### src/rtl/keypad_pkg.sv
// keypad_pkg: width helpers and event-word layout shared by the keypad scanner and its event FIFO.
// Latency: none (compile-time functions only).
// Backpressure: not applicable.
package keypad_pkg;

    function automatic int clog2(input int value);
        int r;
        r = 0;
        while ((1 << r) < value) r++;
        return r;
    endfunction

    function automatic int key_width(input int rows, input int cols);
        return (clog2(rows * cols) > 0) ? clog2(rows * cols) : 1;
    endfunction

    // Event word: key code in the low bits, release flag in the MSB.
    function automatic int evt_width(input int kw);
        return kw + 1;
    endfunction

    function automatic int evt_rel_bit(input int kw);
        return kw;
    endfunction

endpackage

### src/rtl/keypad_evt_fifo.sv
// keypad_evt_fifo: small synchronous FIFO holding key events; head reads as zero while empty.
// Latency: a push is visible at the head the cycle after it is written.
// Backpressure: push into a full FIFO is ignored unless a pop happens in the same cycle.
module keypad_evt_fifo import keypad_pkg::*; #(
    parameter int WIDTH = 6,
    parameter int DEPTH = 4
) (
    input  logic             clk_i,
    input  logic             rst_i,
    input  logic             push_i,
    input  logic             pop_i,
    input  logic [WIDTH-1:0] dat_i,
    output logic             full_o,
    output logic             empty_o,
    output logic [WIDTH-1:0] head_o
);
    localparam int AW = (clog2(DEPTH) > 0) ? clog2(DEPTH) : 1;

    logic [WIDTH-1:0] mem_q [DEPTH];
    logic [AW-1:0]    rd_q, rd_d, wr_q, wr_d;
    logic [AW:0]      cnt_q, cnt_d;
    logic             do_push, do_pop;

    always_comb begin
        empty_o = (cnt_q == '0);
        full_o  = (cnt_q == (AW+1)'(DEPTH));
        do_pop  = pop_i && !empty_o;
        do_push = push_i && (!full_o || do_pop);
        rd_d    = rd_q + AW'(do_pop);
        wr_d    = wr_q + AW'(do_push);
        cnt_d   = cnt_q + (AW+1)'(do_push) - (AW+1)'(do_pop);
        head_o  = empty_o ? '0 : mem_q[rd_q];
    end

    always_ff @(posedge clk_i) begin
        if (rst_i) begin
            rd_q  <= '0;
            wr_q  <= '0;
            cnt_q <= '0;
        end else begin
            rd_q  <= rd_d;
            wr_q  <= wr_d;
            cnt_q <= cnt_d;
        end
    end

    always_ff @(posedge clk_i) begin
        if (do_push) mem_q[wr_q] <= dat_i;
    end

endmodule

### src/rtl/keypad_scanner.sv
// keypad_scanner: column-strobed matrix scan with per-key debounce and a press/release event FIFO; KEYPAD_REPEAT_EN adds auto-repeat.
// Latency: a key changes state on its DEBOUNCE_SCANS-th differing frame sample, pushed in its processing slot; o_evt_valid one cycle later.
// Backpressure: events wait in the FIFO while i_evt_ready is low; a push into a full FIFO is dropped and sets sticky o_overflow.
module keypad_scanner import keypad_pkg::*; #(
    parameter int ROWS           = 5,
    parameter int COLS           = 4,
    parameter int SCAN_DIV       = 1000,
    parameter int DEBOUNCE_SCANS = 3,
    parameter int FIFO_DEPTH     = 4,
    parameter int REPEAT_FRAMES  = 50,
    localparam int KW            = key_width(ROWS, COLS)
) (
    input  logic            i_clk,
    input  logic            i_rst,
    output logic [COLS-1:0] o_key_out,
    input  logic [ROWS-1:0] i_key_in,
    output logic            o_evt_valid,
    input  logic            i_evt_ready,
    output logic [KW-1:0]   o_evt_code,
    output logic            o_evt_release,
    output logic            o_overflow
);
    localparam int NK   = ROWS * COLS;
    localparam int CW   = clog2(SCAN_DIV);
    localparam int COLW = clog2(COLS);
    localparam int RW   = (clog2(ROWS) > 0) ? clog2(ROWS) : 1;
    localparam int DW   = clog2(DEBOUNCE_SCANS + 1);
    localparam int EW   = evt_width(KW);

    logic [CW-1:0]   cnt_q, cnt_d;
    logic [COLW-1:0] col_q, col_d, pcol_q, pcol_d;
    logic [ROWS-1:0] rows_q, rows_d;
    logic [NK-1:0]   stable_q, stable_d;
    logic [DW-1:0]   dcnt_q [NK];
    logic [DW-1:0]   dcnt_d [NK];
    logic            ovf_q, ovf_d;

    logic            dwell_end, win, samp, push, push_rel, pop, fifo_full, fifo_empty;
    logic [KW-1:0]   key_idx;
    logic [RW-1:0]   row_idx;
    logic [EW-1:0]   head;

`ifdef KEYPAD_REPEAT_EN
    localparam int RPW = clog2(REPEAT_FRAMES + 1);
    logic [KW-1:0]   rep_key_q, rep_key_d;
    logic            rep_on_q, rep_on_d;
    logic [RPW-1:0]  rep_cnt_q, rep_cnt_d;
`endif

    always_comb begin
        dwell_end = (cnt_q == CW'(SCAN_DIV - 1));
        cnt_d     = dwell_end ? '0 : cnt_q + CW'(1);
        col_d     = col_q;
        pcol_d    = pcol_q;
        rows_d    = rows_q;
        // The latched rows belong to the column just left; pcol remembers which one.
        if (dwell_end) begin
            col_d  = (col_q == COLW'(COLS - 1)) ? '0 : col_q + COLW'(1);
            pcol_d = col_q;
            rows_d = i_key_in;
        end

        win      = (cnt_q < CW'(ROWS));
        row_idx  = RW'(cnt_q);
        key_idx  = KW'(pcol_q) * KW'(ROWS) + KW'(cnt_q);
        samp     = rows_q[row_idx];
        stable_d = stable_q;
        dcnt_d   = dcnt_q;
        push     = 1'b0;
        push_rel = 1'b0;
        if (win) begin
            if (samp == stable_q[key_idx]) begin
                dcnt_d[key_idx] = '0;
            end else if (dcnt_q[key_idx] == DW'(DEBOUNCE_SCANS - 1)) begin
                stable_d[key_idx] = ~stable_q[key_idx];
                dcnt_d[key_idx]   = '0;
                push              = 1'b1;
                push_rel          = stable_q[key_idx];
            end else begin
                dcnt_d[key_idx] = dcnt_q[key_idx] + DW'(1);
            end
        end

`ifdef KEYPAD_REPEAT_EN
        rep_key_d = rep_key_q;
        rep_on_d  = rep_on_q;
        rep_cnt_d = rep_cnt_q;
        // The repeat frame count advances once per frame, in the tracked key's own slot.
        if (win) begin
            if (push && !push_rel) begin
                rep_key_d = key_idx;
                rep_on_d  = 1'b1;
                rep_cnt_d = '0;
            end else if (rep_on_q && key_idx == rep_key_q) begin
                if (push) begin
                    rep_on_d = 1'b0;
                end else if (samp != stable_q[key_idx]) begin
                    rep_cnt_d = '0;
                end else if (rep_cnt_q == RPW'(REPEAT_FRAMES - 1)) begin
                    rep_cnt_d = '0;
                    push      = 1'b1;
                    push_rel  = 1'b0;
                end else begin
                    rep_cnt_d = rep_cnt_q + RPW'(1);
                end
            end
        end
`endif

        o_evt_valid   = !fifo_empty;
        pop           = o_evt_valid && i_evt_ready;
        ovf_d         = ovf_q | (push & fifo_full & ~pop);
        o_overflow    = ovf_q;
        o_key_out     = COLS'(1) << col_q;
        o_evt_code    = head[KW-1:0];
        o_evt_release = head[evt_rel_bit(KW)];
    end

    always_ff @(posedge i_clk) begin
        if (i_rst) begin
            cnt_q    <= '0;
            col_q    <= '0;
            pcol_q   <= '0;
            rows_q   <= '0;
            stable_q <= '0;
            ovf_q    <= 1'b0;
            for (int i = 0; i < NK; i++) dcnt_q[i] <= '0;
`ifdef KEYPAD_REPEAT_EN
            rep_key_q <= '0;
            rep_on_q  <= 1'b0;
            rep_cnt_q <= '0;
`endif
        end else begin
            cnt_q    <= cnt_d;
            col_q    <= col_d;
            pcol_q   <= pcol_d;
            rows_q   <= rows_d;
            stable_q <= stable_d;
            ovf_q    <= ovf_d;
            for (int i = 0; i < NK; i++) dcnt_q[i] <= dcnt_d[i];
`ifdef KEYPAD_REPEAT_EN
            rep_key_q <= rep_key_d;
            rep_on_q  <= rep_on_d;
            rep_cnt_q <= rep_cnt_d;
`endif
        end
    end

    keypad_evt_fifo #(
        .WIDTH (EW),
        .DEPTH (FIFO_DEPTH)
    ) u_fifo (
        .clk_i   (i_clk),
        .rst_i   (i_rst),
        .push_i  (push),
        .pop_i   (pop),
        .dat_i   ({push_rel, key_idx}),
        .full_o  (fifo_full),
        .empty_o (fifo_empty),
        .head_o  (head)
    );

endmodule

### config.mk
export PLATFORM = sky130hd
export DESIGN_NAME = keypad_scanner
export DESIGN_NICKNAME = d
export VERILOG_FILES = /design/src/rtl/keypad_pkg.sv /design/src/rtl/keypad_evt_fifo.sv /design/src/rtl/keypad_scanner.sv
export SDC_FILE = /design/constraint.sdc
export NUM_CORES = 1
export LEC_CHECK = 0
export BUFFER_PORTS_ARGS = -buffer_cell sky130_fd_sc_hd__clkbuf_2
export CAP_MARGIN = 0
export CORE_ASPECT_RATIO = 0.5
export CORE_MARGIN = 1
export CORE_UTILIZATION = 25
export DETAILED_ROUTE_END_ITERATION = 10
export PLACE_DENSITY = 0.38
export SETUP_SLACK_MARGIN = 0.4
export SKIP_LAST_GASP = 1
export SLEW_MARGIN = 0
export SYNTH_ARGS = -nofsm -noshare
export SYNTH_HDL_FRONTEND = slang
export SYNTH_SLANG_ARGS = --single-unit
### constraint.sdc
create_clock -name i_clk -period 11.6 [get_ports i_clk]
set_input_delay 1.16 -clock i_clk [delete_from_list [all_inputs] [get_ports i_clk]]
set_output_delay 1.16 -clock i_clk [all_outputs]
set_load 0.02 [all_outputs]
# After elaboration in Yosys (flattened, before gate mapping)
# Memories as Yosys holds them, arrays and structs flattened. A register that Yosys moved wholly into a read port is not among the register bits.
# Index checks and enable logic that the tools add are counted.
[word_totals]
ram_bits = 24
mem_bits_ro = 0
latch_bits = 0
output_inout_bits = 12
n_memories = 1
regBits = 87
elab_cells = 97
inputBits = 8
[mem_list]
columns = ["name", "words", "width", "rd", "rd_clocked_by_memory_dff", "wr", "line_no", "source"]
rows = [
  ["u_fifo.mem_q", 4, 6, 1, 1, 1, "keypad_evt_fifo.sv:19", "logic [WIDTH-1:0] mem_q [DEPTH];"],
]
[classes]
magnitude_cmp = 6
muxes = 26
shifts = 1
n_div = 0
eq_ne = 5
bitwise_logic = 9
multipliers = 1
reduce_logical = 11
addsub = 8
[op_table]
columns = ["op", "n"]
rows = [
  ["40-bit two-way mux", 2],
  ["40-bit bitwise AND", 1],
  ["40-bit bitwise mux", 1],
  ["40-bit inverter", 1],
  ["20-bit bitwise mux", 1],
  ["1-bit two-way mux", 11],
  ["10-bit by 1-bit adder with 10-bit output, second input constant", 1],
  ["2-bit binary-select mux with 5-bit select", 1],
  ["2-bit demux with 5-bit select", 1],
  ["10-bit == test, second input constant", 1],
  ["10-bit by 3-bit < comparator with 1-bit output, second input constant", 1],
  ["2-bit two-way mux", 5],
  ["6-bit >= comparator, second input constant", 1],
  ["5-bit by 6-bit < comparator with 1-bit output, second input constant", 1],
  ["6-bit by 1-bit < comparator with 1-bit output, second input constant", 1],
  ["6-bit two-way mux", 1],
  ["5-bit inverter with 6-bit output", 1],
  ["5-bit adder", 1],
  ["1-bit binary-select mux with 5-bit select", 1],
  ["1-bit demux with 5-bit select", 1],
  ["5-bit by 1-bit >= comparator with 1-bit output, second input constant", 1],
  ["1-bit logical AND", 5],
  ["2-bit by 3-bit multiplier with 5-bit output, second input constant", 1],
  ["2-bit by 1-bit adder with 2-bit output", 2],
  ["17 further kinds", 23],
]

# Depth between registers and ports, before layout
[logic_depth]
ltp_word = 13
depth_mapped = 20
depth_no_buf = 19

# Hierarchy
# Synthesis repeated with hierarchy kept, for this count alone.
[unflattened]
cells_unflattened = 534
hier_area_um2 = 5746.8
[modules_own_cells]
columns = ["module", "seq_area_each_um2", "area_each_um2", "cells_each", "n_inst"]
rows = [
  ["keypad_scanner", 1601.5, 4465.5, 459, 1],
  ["keypad_evt_fifo", 860.8, 1281.2, 75, 1],
]

# Least setup slack after synthesis
# Ideal clock, no wire load.
[synth_timing]
path_kind = "register -> register"
start = "register cnt_q[1]"
end = "register u_fifo.cnt_q[2]"
t_required_ns = 11.472
synth_period_minus_slack_ns = 3.973
setup_time_ns = 0.128
slack_ns = 7.627
arrival_ns = 3.846
stages_incl_launch_ff = 18
n_path_buf = 0
path_cell_list = "dfxtp_1 -> ha_1 -> ha_1 -> fa_1 -> xnor2_1 -> inv_2 -> nor3_2 -> a22oi_2 -> ha_1 -> nand2_1 -> nor2_1 -> nand2_1 -> inv_1 -> ha_1 -> fa_1 -> xnor2_1 -> xnor2_1 -> nor2_1"
[synth_via]
elab_chain_len = 12
elab_cells_between_ends = 18
classes_between = "add/sub (3); order compare (1); eq/ne (2); mux (10); bitwise (1); reduce/logical (1)"
[synth_rtl]
columns = ["item", "line_no", "source"]
rows = [
  ["start: declaration", "keypad_scanner.sv:30", "logic [CW-1:0] cnt_q, cnt_d;"],
  ["start signal: assignment", "keypad_scanner.sv:134", "cnt_q <= cnt_d;"],
  ["5-bit adder *", "keypad_scanner.sv:65", "key_idx = KW'(pcol_q) * KW'(ROWS) + KW'(cnt_q);"],
  ["named net key_idx[3]", "keypad_scanner.sv:39", "logic [KW-1:0] key_idx;"],
  ["5-bit inverter with 6-bit output (implied by the code)", "keypad_scanner.sv:74", "end else if (dcnt_q[key_idx] == DW'(DEBOUNCE_SCANS - 1)) begin"],
  ["2-bit binary-select mux with 5-bit select", "keypad_scanner.sv:74", ""],
  ["2-bit two-way mux (implied by the code) (2 in a row)", "keypad_scanner.sv:74", ""],
  ["2-bit == test", "keypad_scanner.sv:74", ""],
  ["1-bit two-way mux", "keypad_scanner.sv:74", ""],
  ["1-bit two-way mux *", "keypad_scanner.sv:72", "if (samp == stable_q[key_idx]) begin"],
  ["1-bit two-way mux *", "keypad_scanner.sv:71", "if (win) begin"],
  ["1-bit logical AND *", "keypad_evt_fifo.sv:28", "do_push = push_i && (!full_o || do_pop);"],
  ["3-bit by 1-bit adder with 3-bit output *", "keypad_evt_fifo.sv:31", "cnt_d = cnt_q + (AW+1)'(do_push) - (AW+1)'(do_pop);"],
  ["3-bit by 1-bit subtractor with 3-bit output *", "keypad_evt_fifo.sv:31", ""],
  ["end signal: assignment", "keypad_evt_fifo.sv:43", "cnt_q <= cnt_d;"],
  ["end: declaration", "keypad_evt_fifo.sv:21", "logic [AW:0] cnt_q, cnt_d;"],
]
# Mark *: on every way through the listed nets, which the timed path passes. The rest lies on a longest branch. The select of a mux whose other input is x is not followed.
# A chain may end at the register's enable or synchronous reset.

# Worst setup path after layout
# Ends and elaborated chain as after synthesis.

==> impl_metrics.tcl <==
set metrics [dict create \
    use_met2 0.200 \
    critical_path_class "register to register" \
    synth_seq_cells 111 \
    io-pin-count 20 \
    p_leak_nw 2.06 \
    hold_viol 0 \
    fmaxAchievable_mhz 214 \
    vias 3701 \
    min_period_ns 4.67 \
    grt_pass1_vias 3750 \
    timing.setup.tns_ns 0 \
    nets 546 \
    syn_nets 541 \
    utilization 0.291 \
    drv_cap 0 \
    die_h_um 104 \
    clk_pin_slew_ns 0.08 \
    top_usage_layer "met2" \
    cts-buffers-inserted 9 \
    cts_resized 0 \
    min_from "dcnt_q[8]$_SDFFE_PP0P_" \
    viasPerCell 4.69 \
    synth_area_um2 5200 \
    clock_skew_ns 0.0128 \
    setup_viol 0 \
    drcViolationCount 0 \
    start_util 0.261 \
    diodes 0 \
    synth_cell_types 47 \
    ir_worst_vdd_v 0.0000595 \
    relSlewSlack 0.345 \
    synth-seq-area-share 0.473 \
    antenna_found_initial 0 \
    post_drt_wl_per_cell_um 16.6 \
    netlist_top_cells_count "87 x dfxtp_1, 65 x nand2_1, 42 x nand3_1, 42 x nor2_1, 35 x o21ai_0" \
    core-area_um2 19900 \
    clk_path_buf_depth 2 \
    ys.warnings.count 0 \
    grt_usage 0.131 \
    fp.dieW_um 206 \
    cpMaxStageDelayCell "nor3_2" \
    avgSynthCellArea_um2 10.1 \
    antenna_left 0 \
    end_kind "register" \
    p_per_area_nw_per_um2 147 \
    drive_gt1_frac 0.138 \
    place_congestion 0.756 \
    critPathMaxStageDelay_ns 0.54 \
    reg2reg_to "u_fifo.cnt_q[2]$_SDFF_PP0_" \
    worstPathArrival_ns 4.87 \
    synth.most_common_cell "dfxtp_1" \
    cpMostUsedCell "ha_1" \
    yosys.area.top_type "dfxtp_1" \
    startpoint "cnt_q[1]$_SDFF_PP0_" \
    post-route-period-util 0.402 \
    syn_to_final_growth_pct 11.5 \
    ctsRootBufferMaster "clkbuf_16" \
    synth-main-ff-cell "dfxtp_1" \
    grt_max_degree 55 \
    cp_max_fo 12 \
    r2r_cells 17 \
    synth_edf_count 24 \
    ys_top_cells_by_area "dfxtp_1 33%, edfxtp_1 14%, mux4_2 9.1%" \
    cts_tree "built" \
    met1_usage 0.184 \
    synth_top_area_frac 0.335 \
    firstDrtPassIters 4 \
    async_flop_share 0 \
    critPathLaunchType "register" \
    htree_num_levels 3 \
    cts_sinks 111 \
    cts_hold_buf 0 \
    grt_use_met3 0.0310 \
    die_area_um2 21400 \
    reg2reg_slack_ns 6.93 \
    status "complete, no violations" \
    wirelength_mm 13.1 \
    num_rows 36 \
    report.final.slew_viol_count 0 \
    postCtsSetupBuffers 0 \
    port_buffers 19 \
    crit_chain "ha_1 > ha_1 > fa_1 > xnor2_1 > inv_2 > nor3_2 > a22oi_2 > ha_1 > nand2_1 > nor2_1 > nand2_1 > inv_1 > ha_1 > fa_1 > xnor2_1 > xnor2_1 > nor2_1" \
    reg2reg_from "cnt_q[1]$_SDFF_PP0_" \
    grt_pass1_wl_mm 21.5 \
    syn-instance-count 513 \
    rsz0062_at_grt "no" \
    holdPathEnd "dcnt_q[8]$_SDFFE_PP0P_" \
    holdCritPathClass "register to register" \
    clock_latency_ns 0.35 \
    cp.required_ns 11.80 \
    dp_hpwl_mm 9.06 \
    drtIter0Drc 214 \
    worst_pin_slew_ns 0.983 \
    hold_depth 2 \
    grt-ovfl-total 0 \
]
[per-layer routing]
layer  share of wire  wire length, um
met4           0.013              165
met5               0                0
met2            0.44             5720
met3           0.023              304
met1            0.53             6890
[power breakdown]
group | leakage (nW) | total [mW] | internal (mW) | switching, mW
Clock | 0.140 | 0.308 | 0.160 | 0.148
Combinational | 0.992 | 0.129 | 0.0521 | 0.0769
Sequential | 0.932 | 0.415 | 0.401 | 0.0141
[per-stage QoR]
stage	area (um^2)	hold slack [ns]	worst slack, ns	cells	power [mW]
2_1_floorplan	5200	0.432	7.63	513	0.517
3_3_place_gp	5510	0.443	7.09	773	0.557
3_5_place_dp	5510	0.447	6.97	773	0.557
4_1_cts	5800	0.464	6.95	789	0.868
5_1_grt	5800	0.492	6.45	789	0.899
6_report	5800	0.465	6.93	789	0.852
[worst max path at each step]
stage | endpoint | slack [ns] | depth (start not counted)
final | u_fifo.cnt_q[2]$_SDFF_PP0_ | 6.93 | 17
after detailed placement | u_fifo.cnt_q[2]$_SDFF_PP0_ | 6.97 | 17
after CTS | u_fifo.cnt_q[2]$_SDFF_PP0_ | 6.95 | 17
after floorplan | u_fifo.cnt_q[2]$_SDFF_PP0_ | 7.63 | 17
after global routing | u_fifo.cnt_q[2]$_SDFF_PP0_ | 6.45 | 17
after global placement | u_fifo.cnt_q[2]$_SDFF_PP0_ | 7.09 | 17
[layout by cell type (no fill, tap or decap), types with 2 or more instances in the layout]
cell / Yosys / final
nand2b_1: 3 / 3
and2_1: 4 / 4
a211oi_1: 7 / 7
mux4_2: 21 / 21
buf_4: 5 / 3
o21ai_1: 4 / 4
nor2_1: 42 / 42
inv_1: 12 / 12
fa_1: 2 / 2
o21ai_0: 35 / 35
xor2_1: 4 / 4
o211ai_1: 4 / 4
ha_1: 18 / 18
mux2i_1: 18 / 18
a31oi_1: 11 / 11
nor3_2: 4 / 4
or3_1: 4 / 4
nor3_1: 7 / 7
clkinvlp_4: 0 / 2
clkbuf_2: 0 / 19
nand4_1: 2 / 2
clkbuf_16: 0 / 9
o311ai_0: 8 / 8
nand3_1: 42 / 42
edfxtp_1: 24 / 24
clkbuf_8: 0 / 2
nor2b_1: 15 / 15
inv_2: 3 / 3
xnor2_1: 8 / 8
dfxtp_1: 87 / 87
nor3b_1: 3 / 3
a21oi_1: 9 / 9
or2_2: 2 / 2
and3_1: 5 / 5
nand2_1: 65 / 65
[flip-flops by register name, summed over array words and instances (netlist names)]
| register | count |
|---|---|
| dcnt_q | 40 |
| u_fifo.mem_q | 24 |
| stable_q | 20 |
| cnt_q | 10 |
| rows_q | 5 |
| u_fifo.cnt_q | 3 |
| col_q | 2 |
| pcol_q | 2 |
| u_fifo.rd_q | 2 |
| u_fifo.wr_q | 2 |
| o_overflow | 1 |
[cells by family (layout without fill, tap and decap cells)]
group,after synthesis,count (layout),synth area share
adder cells (fa/ha/maj),20,20,0.0510
XOR/XNOR,12,12,0.0202
buffers and inverters,43,53,0.0390
flip-flops,111,111,0.473
multiplexers,40,40,0.131
AO/OA/AOI/OAI,84,84,0.101
AND/OR/NAND/NOR,203,203,0.185
[worst max-delay path: cells and delay by family, from the launching register on]
family	cells	cell delay, ns
adder cells (fa/ha/maj)	6	1.75
XOR/XNOR	3	0.81
AND/OR/NAND/NOR	5	1.02
buffers and inverters	2	0.35
flip-flops	1	0.41
AO/OA/AOI/OAI	1	0.17
[final cells by class]
type	instances	area, um^2
multi-input cells	359	2540
clock inverters	5	40.0
well taps	266	333
flip-flops and latches	111	2460
clock buffers	11	253
fillers	2080	14100
repair buffers	22	118
inverters	15	56.3
Power figures use the tool's default switching activity.
